File: src/rtl/rf_dump_ctrl.sv
// rf_dump_ctrl: walks a register file from first_reg to last_reg (wrapping
// modulo 2^ADDR_W) and streams each register out on a valid/ready port.
// Each word is snapshotted from the asynchronous read port in a one-cycle
// FETCH state, then presented in SEND until accepted.
//
// Ports:
//   clk, reset          rising-edge clock, synchronous active-high reset
//   start               begin a dump (honoured only when idle)
//   first_reg/last_reg  inclusive index range, sampled with start
//   abort               cancel the current dump, return to idle next cycle
//   rf_raddr/rf_rdata   register file read index / combinational read data
//   out_valid/out_ready output handshake
//   out_data/out_idx    captured register value and its index
//   out_last            marks the final word of the dump
//   busy                high whenever not idle
//   done                one-cycle pulse after the final word is accepted
module rf_dump_ctrl #(
  parameter int unsigned DATA_W = 32,
  parameter int unsigned ADDR_W = 5
) (
  input  logic              clk,
  input  logic              reset,
  input  logic              start,
  input  logic [ADDR_W-1:0] first_reg,
  input  logic [ADDR_W-1:0] last_reg,
  input  logic              abort,
  output logic [ADDR_W-1:0] rf_raddr,
  input  logic [DATA_W-1:0] rf_rdata,
  output logic              out_valid,
  input  logic              out_ready,
  output logic [DATA_W-1:0] out_data,
  output logic [ADDR_W-1:0] out_idx,
  output logic              out_last,
  output logic              busy,
  output logic              done
);

  typedef enum logic [1:0] {
    IDLE  = 2'd0,
    FETCH = 2'd1,
    SEND  = 2'd2,
    DONE  = 2'd3
  } state_t;

  state_t            state;
  state_t            stateNext;
  logic [ADDR_W-1:0] cur;
  logic [ADDR_W-1:0] curNext;
  logic [ADDR_W-1:0] lastReg;
  logic [ADDR_W-1:0] lastRegNext;
  logic              capture;

  // Read index always follows the current register pointer.
  assign rf_raddr = cur;

  // Next-state logic; abort overrides every other transition.
  always_comb begin
    stateNext   = state;
    curNext     = cur;
    lastRegNext = lastReg;
    capture     = 1'b0;
    case (state)
      IDLE: begin
        if (start) begin
          stateNext   = FETCH;
          curNext     = first_reg;
          lastRegNext = last_reg;
        end
      end
      FETCH: begin
        stateNext = SEND;
        capture   = 1'b1;
      end
      SEND: begin
        if (out_ready) begin
          if (out_last) begin
            stateNext = DONE;
          end else begin
            stateNext = FETCH;
            curNext   = cur + ADDR_W'(1);
          end
        end
      end
      DONE: begin
        stateNext = IDLE;
      end
      default: begin
        stateNext = IDLE;
      end
    endcase
    if (abort) begin
      stateNext   = IDLE;
      curNext     = cur;
      lastRegNext = lastReg;
      capture     = 1'b0;
    end
  end

  // State, pointer and registered outputs; status flags decode the next state.
  always_ff @(posedge clk) begin
    if (reset) begin
      state     <= IDLE;
      cur       <= '0;
      lastReg   <= '0;
      out_valid <= 1'b0;
      out_data  <= '0;
      out_idx   <= '0;
      out_last  <= 1'b0;
      busy      <= 1'b0;
      done      <= 1'b0;
    end else begin
      state     <= stateNext;
      cur       <= curNext;
      lastReg   <= lastRegNext;
      out_valid <= (stateNext == SEND);
      busy      <= (stateNext != IDLE);
      done      <= (stateNext == DONE);
      if (capture) begin
        out_data <= rf_rdata;
        out_idx  <= cur;
        out_last <= (cur == lastReg);
      end
    end
  end

endmodule

File: config.mk
export PLATFORM = sky130hd
export DESIGN_NAME = rf_dump_ctrl
export DESIGN_NICKNAME = d
export VERILOG_FILES = /design/src/rtl/rf_dump_ctrl.sv
export SDC_FILE = /design/constraint.sdc
export NUM_CORES = 1
export LEC_CHECK = 0
export ABC_AREA = 0
export CAP_MARGIN = 15
export CORE_MARGIN = 2
export CORE_UTILIZATION = 35
export DETAILED_ROUTE_END_ITERATION = 8
export GPL_TIMING_DRIVEN = 0
export PLACE_DENSITY = 0.8
export SLEW_MARGIN = 15
export SYNTH_ARGS = -nofsm -noshare
export SYNTH_HDL_FRONTEND = slang
export SYNTH_SLANG_ARGS = --single-unit
export TNS_END_PERCENT = 10
File: constraint.sdc
create_clock -name clk -period 1.3 [get_ports clk]
set_clock_uncertainty 0.1 [all_clocks]
set_input_delay 0.195 -clock clk [delete_from_list [all_inputs] [get_ports clk]]
set_output_delay 0.195 -clock clk [all_outputs]
set_load 0.01 [all_outputs]
Word-level counts from Yosys, hierarchy flattened:

Cells that the tools add are included.

* add/sub/neg operators: 1
* multiply operators: 0
* divide/modulo/power cells: 0
* magnitude comparators: 0
* equal/unequal tests: 9
* shift-type cells: 0
* multiplexer cells: 11
* bitwise gates (word level): 1
* reduce and logical (&&, ||, !) cells: 5

Operators by type and width (number)
* $mux 5: 3
* $pmux 5 s2: 1
* $eq 2x2->1 const B: 4
* $mux 2: 4
* $pmux 2 s4: 1
* $ne 2x2->1 const B: 3
* $add 5x1->5 const B: 1
* $eq 5x5->1: 1
* $reduce_and 5->1: 1
* $reduce_bool 2->1: 2
* $reduce_and 3->1: 1
* $eq 2x1->1 const B: 1
* $logic_not 2->1: 1
* $mux 1: 2
* $not 1->1: 1

* bits in registers: 53
* bits in latches: 0
* bits in writable memories: 0
* ROM bits: 0
* input port bits: 47
* output and inout port bits: 46
* logic and storage cells: 36
* memories kept: 0

Logic depth before layout (Yosys ltp):

* word-level depth: 5
* gate-level depth with buffers: 6

Worst setup path after synthesis:

No wires, ideal clock.

* path kind: register to register
* start: register cur[0] (netlist: rf_raddr[0])
* end: register cur[2] (netlist: rf_raddr[2])
* arrival: 1109 ps
* slack: -41 ps
* stages on the path, launching flop included: 6
* path buffers: 0
* path through: dfxtp_1 ha_1 nor2b_1 mux2_1 nand2_1 a21oi_1

* cells in the longest elaborated chain, start to end: 4

RTL lines
* start: declaration: RTL line 47 `logic [ADDR_W-1:0] cur;`
* start signal: assignment: RTL line 113 `cur <= curNext;`
* $add 5x1->5: RTL line 80 `curNext = cur + ADDR_W'(1);`
* $mux 5: RTL line 76 `if (out_last) begin`
* $mux 5: RTL line 75 `if (out_ready) begin`
* $pmux 5 s2: RTL line 62 `case (state)`

Every way passes these cells. The select of a mux whose other input is x is not followed.
A chain may end at the register's enable or synchronous reset.

Worst setup path in the final report:

* start: register state[0]
* end: register out_data[15]

* cells in the longest elaborated chain, start to end: 3

RTL lines
* start: declaration: RTL line 45 `state_t state;`
* start signal: assignment: RTL line 112 `state <= stateNext;`
* $eq 2x1->1: RTL line 62
* $mux 1: RTL line 62
* $mux 1: RTL line 91 `if (abort) begin`
* end signal: assignment: RTL line 119 `out_data <= rf_rdata;`
* end: declaration: RTL line 31 `output logic [DATA_W-1:0] out_data,`

Every way passes these cells.

==> reports/metrics.csv <==
stage;metric;value;unit
drt;vias_per_cell;4.69;
clocking;cts_sinks;53;
power;power_density;925;nW/um^2
critical_path;r2r_end;out_data[15];
power;p_sw_share;24.0;%
timing;setup_slack;-0.00630;ns
layout;nets;401;
power;power_switching;0.000721;W
floorplan;row_count;27;
global_routing;grt_antenna_before_repair;0;
drt;wl_per_cell;12.7;um
drt;top_layer;met4;
run_status;outcome;finished with violations;
clocking;clockRootBuffer;clkbuf_8;
placement;routabilityCongestion;0.808;
synthesis;netlist_instances;248;
global_routing;grt_max_degree;16;
power;leakagePower;1.40;nW
clocking;cts_tree;yes;
layout;syn_to_final_growth;59.5;%
global_routing;overflow;0;
synthesis;ys.warnings.count;0;
layout;nFillCells;536;
placement;dp_hpwl;3950;um
hold_path;hold_path.startpoint;reset;
timing;setup_violations;3;
timing;rsz0062_at_grt;yes;
hold_path;hp-class;in2reg;
layout;insertedDiodeCount;0;
drt;drtPass1Iterations;4;
critical_path;crit_required;1.37;ns
clocking;cts_made_buffers;5;
global_routing;grt_pass1_vias;1908;
critical_path;crit_end;out_data[15];
timing;max-slew-margin-rel;64.7;%
job;maxCapViolCount;0;
drt;wl_met3;309;um
synthesis;ys_types;28;
global_routing;grt.total_usage;16.7;%
floorplan;die_w;80.2;um
drt;wl_met1;2320;um
floorplan;core;5540;sq um
run_status;violations;negative setup slack;
power;p_int;0.00228;W
critical_path;r2r_start;state[0];
critical_path;reg2reg_depth;6;
synthesis;syn_nets;296;
power;p_clk_share;29.9;%
clocking;clockBufferDepth;2;
floorplan;die_y;80.2;um
layout;drive_gt1_share;13.6;%
critical_path;crit_arrival;1.38;ns
timing;fin_crit_sh;100;%
power;combPwrFrac;13.4;%
clocking;clkLatencyLatePin;0.30;ns
global_routing;grt_pass1_wl;8450;um
placement;port_buffers;91;
drt;drc_errors;0;
critical_path;critPathCaptureType;register;
clocking;cts.clk_slew.worst_paths;0.09;ns
drt;dr_wl_met2;2740;um
timing;hold_viol;0;
power;peakVddDrop;371;uV
drt;drt-total-wl;5430;um
floorplan;start_util;36.7;%
placement;postPlaceCellArea;3040;sq um
timing;drv_slew;0;
critical_path;startpoint_type;register;
synthesis;netlist_area;2030;sq um
timing;fmax;766;MHz
power;p_seq_share;56.6;%
timing;min_period;1.31;ns
drt;postRouteAntennaNets;0;
critical_path;startpoint;state[0];
drt;vias;1999;
synthesis;yosysSeqAreaShare;52.2;%
floorplan;die_area;6430;sq um
critical_path;rrSetupSlack;-0.006;ns
synthesis;ys_ff_latch;53;
critical_path;critPathKind;reg2reg;
layout;final_area;3240;sq um
placement;dpl_worst_slack;-0.427;ns
timing;tightest_slew;0.529;ns
floorplan;boundaryPins;93;
clocking;h-tree-depth;2;
critical_path;critPathMaxFanout;10;
drt;drtIter0Drc;84;
synthesis;postSynthAreaPerCell;8.19;sq um
==> repair_timing <==
item | in CTS | in global routing
buffers inserted | 0 | 6
resized for setup | 59 | 34
endpoints found under the setup margin | 86 | 50
hold buffers | 0 | 0
cloned | 0 | 1
pin swaps | 0 | 2
==> sequential cells by signal (all words and copies together) (netlist names) <==
register and count:
busy 1, state 2, out_idx 5, out_last 1
out_data 32, lastReg 5, done 1, rf_raddr 5
out_valid 1
==> kinds of logic (layout without fill, tap and decap cells) <==
| family | Yosys count | in the layout | share of synthesized area (%) |
|---|---|---|---|
| compound gates | 55 | 55 | 14.0 |
| fa+ha+maj | 1 | 1 | 0.616 |
| xor+xnor | 5 | 5 | 2.16 |
| simple gates | 109 | 109 | 22.7 |
| flops | 53 | 53 | 52.2 |
| buf+inv | 18 | 124 | 4.74 |
| mux | 7 | 7 | 3.51 |
==> cells in the mapped netlist <==
| master | instances | area, sq um |
|---|---|---|
| buf_6 | 2 | 22.5 |
| o21a_2 | 1 | 8.76 |
| nor2_1 | 11 | 41.3 |
| a311oi_1 | 1 | 8.76 |
| nand4_1 | 1 | 6.26 |
| nand3_1 | 2 | 10.0 |
| mux2i_1 | 6 | 60.1 |
| ha_1 | 1 | 12.5 |
| a21oi_1 | 43 | 215 |
| nor3_1 | 3 | 15.0 |
| and2_1 | 2 | 12.5 |
| a211oi_1 | 1 | 7.51 |
| dfxtp_1 | 53 | 1060 |
| inv_1 | 2 | 7.51 |
| buf_4 | 2 | 15.0 |
| mux2_1 | 1 | 11.3 |
| nand2_1 | 77 | 289 |
| xnor2_1 | 2 | 17.5 |
| nand2b_1 | 3 | 18.8 |
| nor2b_2 | 1 | 8.76 |
| and2b_1 | 1 | 7.51 |
| clkbuf_1 | 7 | 26.3 |
| buf_2 | 5 | 25.0 |
| o21ai_0 | 9 | 45.0 |
| and3b_1 | 1 | 8.76 |
| nor2b_1 | 5 | 31.3 |
| xor2_1 | 3 | 26.3 |
| and2_0 | 2 | 12.5 |
==> cell type report <==
type	instances	area [sq um]	area share, %
clock inverter	2	10.0	0.309
inverter	2	7.51	0.232
timing repair buffer	98	903	27.9
sequential	53	1090	33.5
multi-input combinational	177	946	29.2
clock buffer	6	72.6	2.24
buffer	16	125	3.86
tap	72	90.1	2.78
==> how the worst min path moves through the flow <==
stage	slack [ns]	endpoint	cells after the start
after floorplan	0.23	out_data[0]	2
after global placement	0.34	out_data[24]	2
after detailed placement	0.35	out_data[21]	2
after CTS	0.32	out_data[23]	3
after global routing	0.31	state[1]	4
final	0.25	state[1]	4
==> metrics by stage <==
| step | power (W) | setup TNS [ns] | cells | hold WS (ns) | utilization (%) |
|---|---|---|---|---|---|
| finish | 0.00300 | -0.00886 | 426 | 0.250 | 58.5 |
| global route | 0.00313 | -1.91 | 426 | 0.307 | 58.5 |
| detailed placement | 0.00213 | -16.09 | 411 | 0.346 | 54.8 |
| global placement | 0.00213 | -15.54 | 411 | 0.342 | 54.8 |
| CTS | 0.00300 | -1.49 | 419 | 0.322 | 55.7 |
| floorplan | 0.00189 | 0 | 248 | 0.231 | - |
==> power groups by stage <==
stage / clock (W) / combinational, W / sequential (W)
2_1_floorplan: 0 / 0.000139 / 0.00175
3_5_place_dp: 0 / 0.000393 / 0.00174
6_report: 0.000898 / 0.000403 / 0.00170
4_1_cts: 0.000926 / 0.000375 / 0.00170
3_3_place_gp: 0 / 0.000387 / 0.00174
5_1_grt: 0.000981 / 0.000441 / 0.00171
==> per-layer routing <==
layer / up-vias / GRT usage (%)
met5: - / 0
met4: 0 / 6.27
met3: 7 / 3.93
met2: 58 / 29.8
met1: 913 / 19.2
li1: 1021 / -
==> cells in the final DEF (no fill, tap or decap), types with 4 or more instances in the layout <==
cell,synthesis,routed
mux2i_1,6,6
o21ai_0,9,5
dlygate4sd2_1,0,46
nor2b_1,5,4
clkbuf_1,7,7
buf_4,2,7
a21oi_1,43,39
clkbuf_8,0,5
dfxtp_4,0,6
nor2_1,11,10
buf_6,2,6
clkdlybuf4s50_1,0,45
a21oi_2,0,4
nand2_1,77,76
dfxtp_1,53,45
==> worst max-delay path, cell delays in order (launching register included) <==
cell     delay, ns
dfxtp_2       0.35
nor2b_4       0.13
and2b_2       0.21
buf_6         0.13
buf_6         0.13
nand2_1       0.08
a21oi_1       0.05
Note: power is estimated with default switching activity, not from simulation.
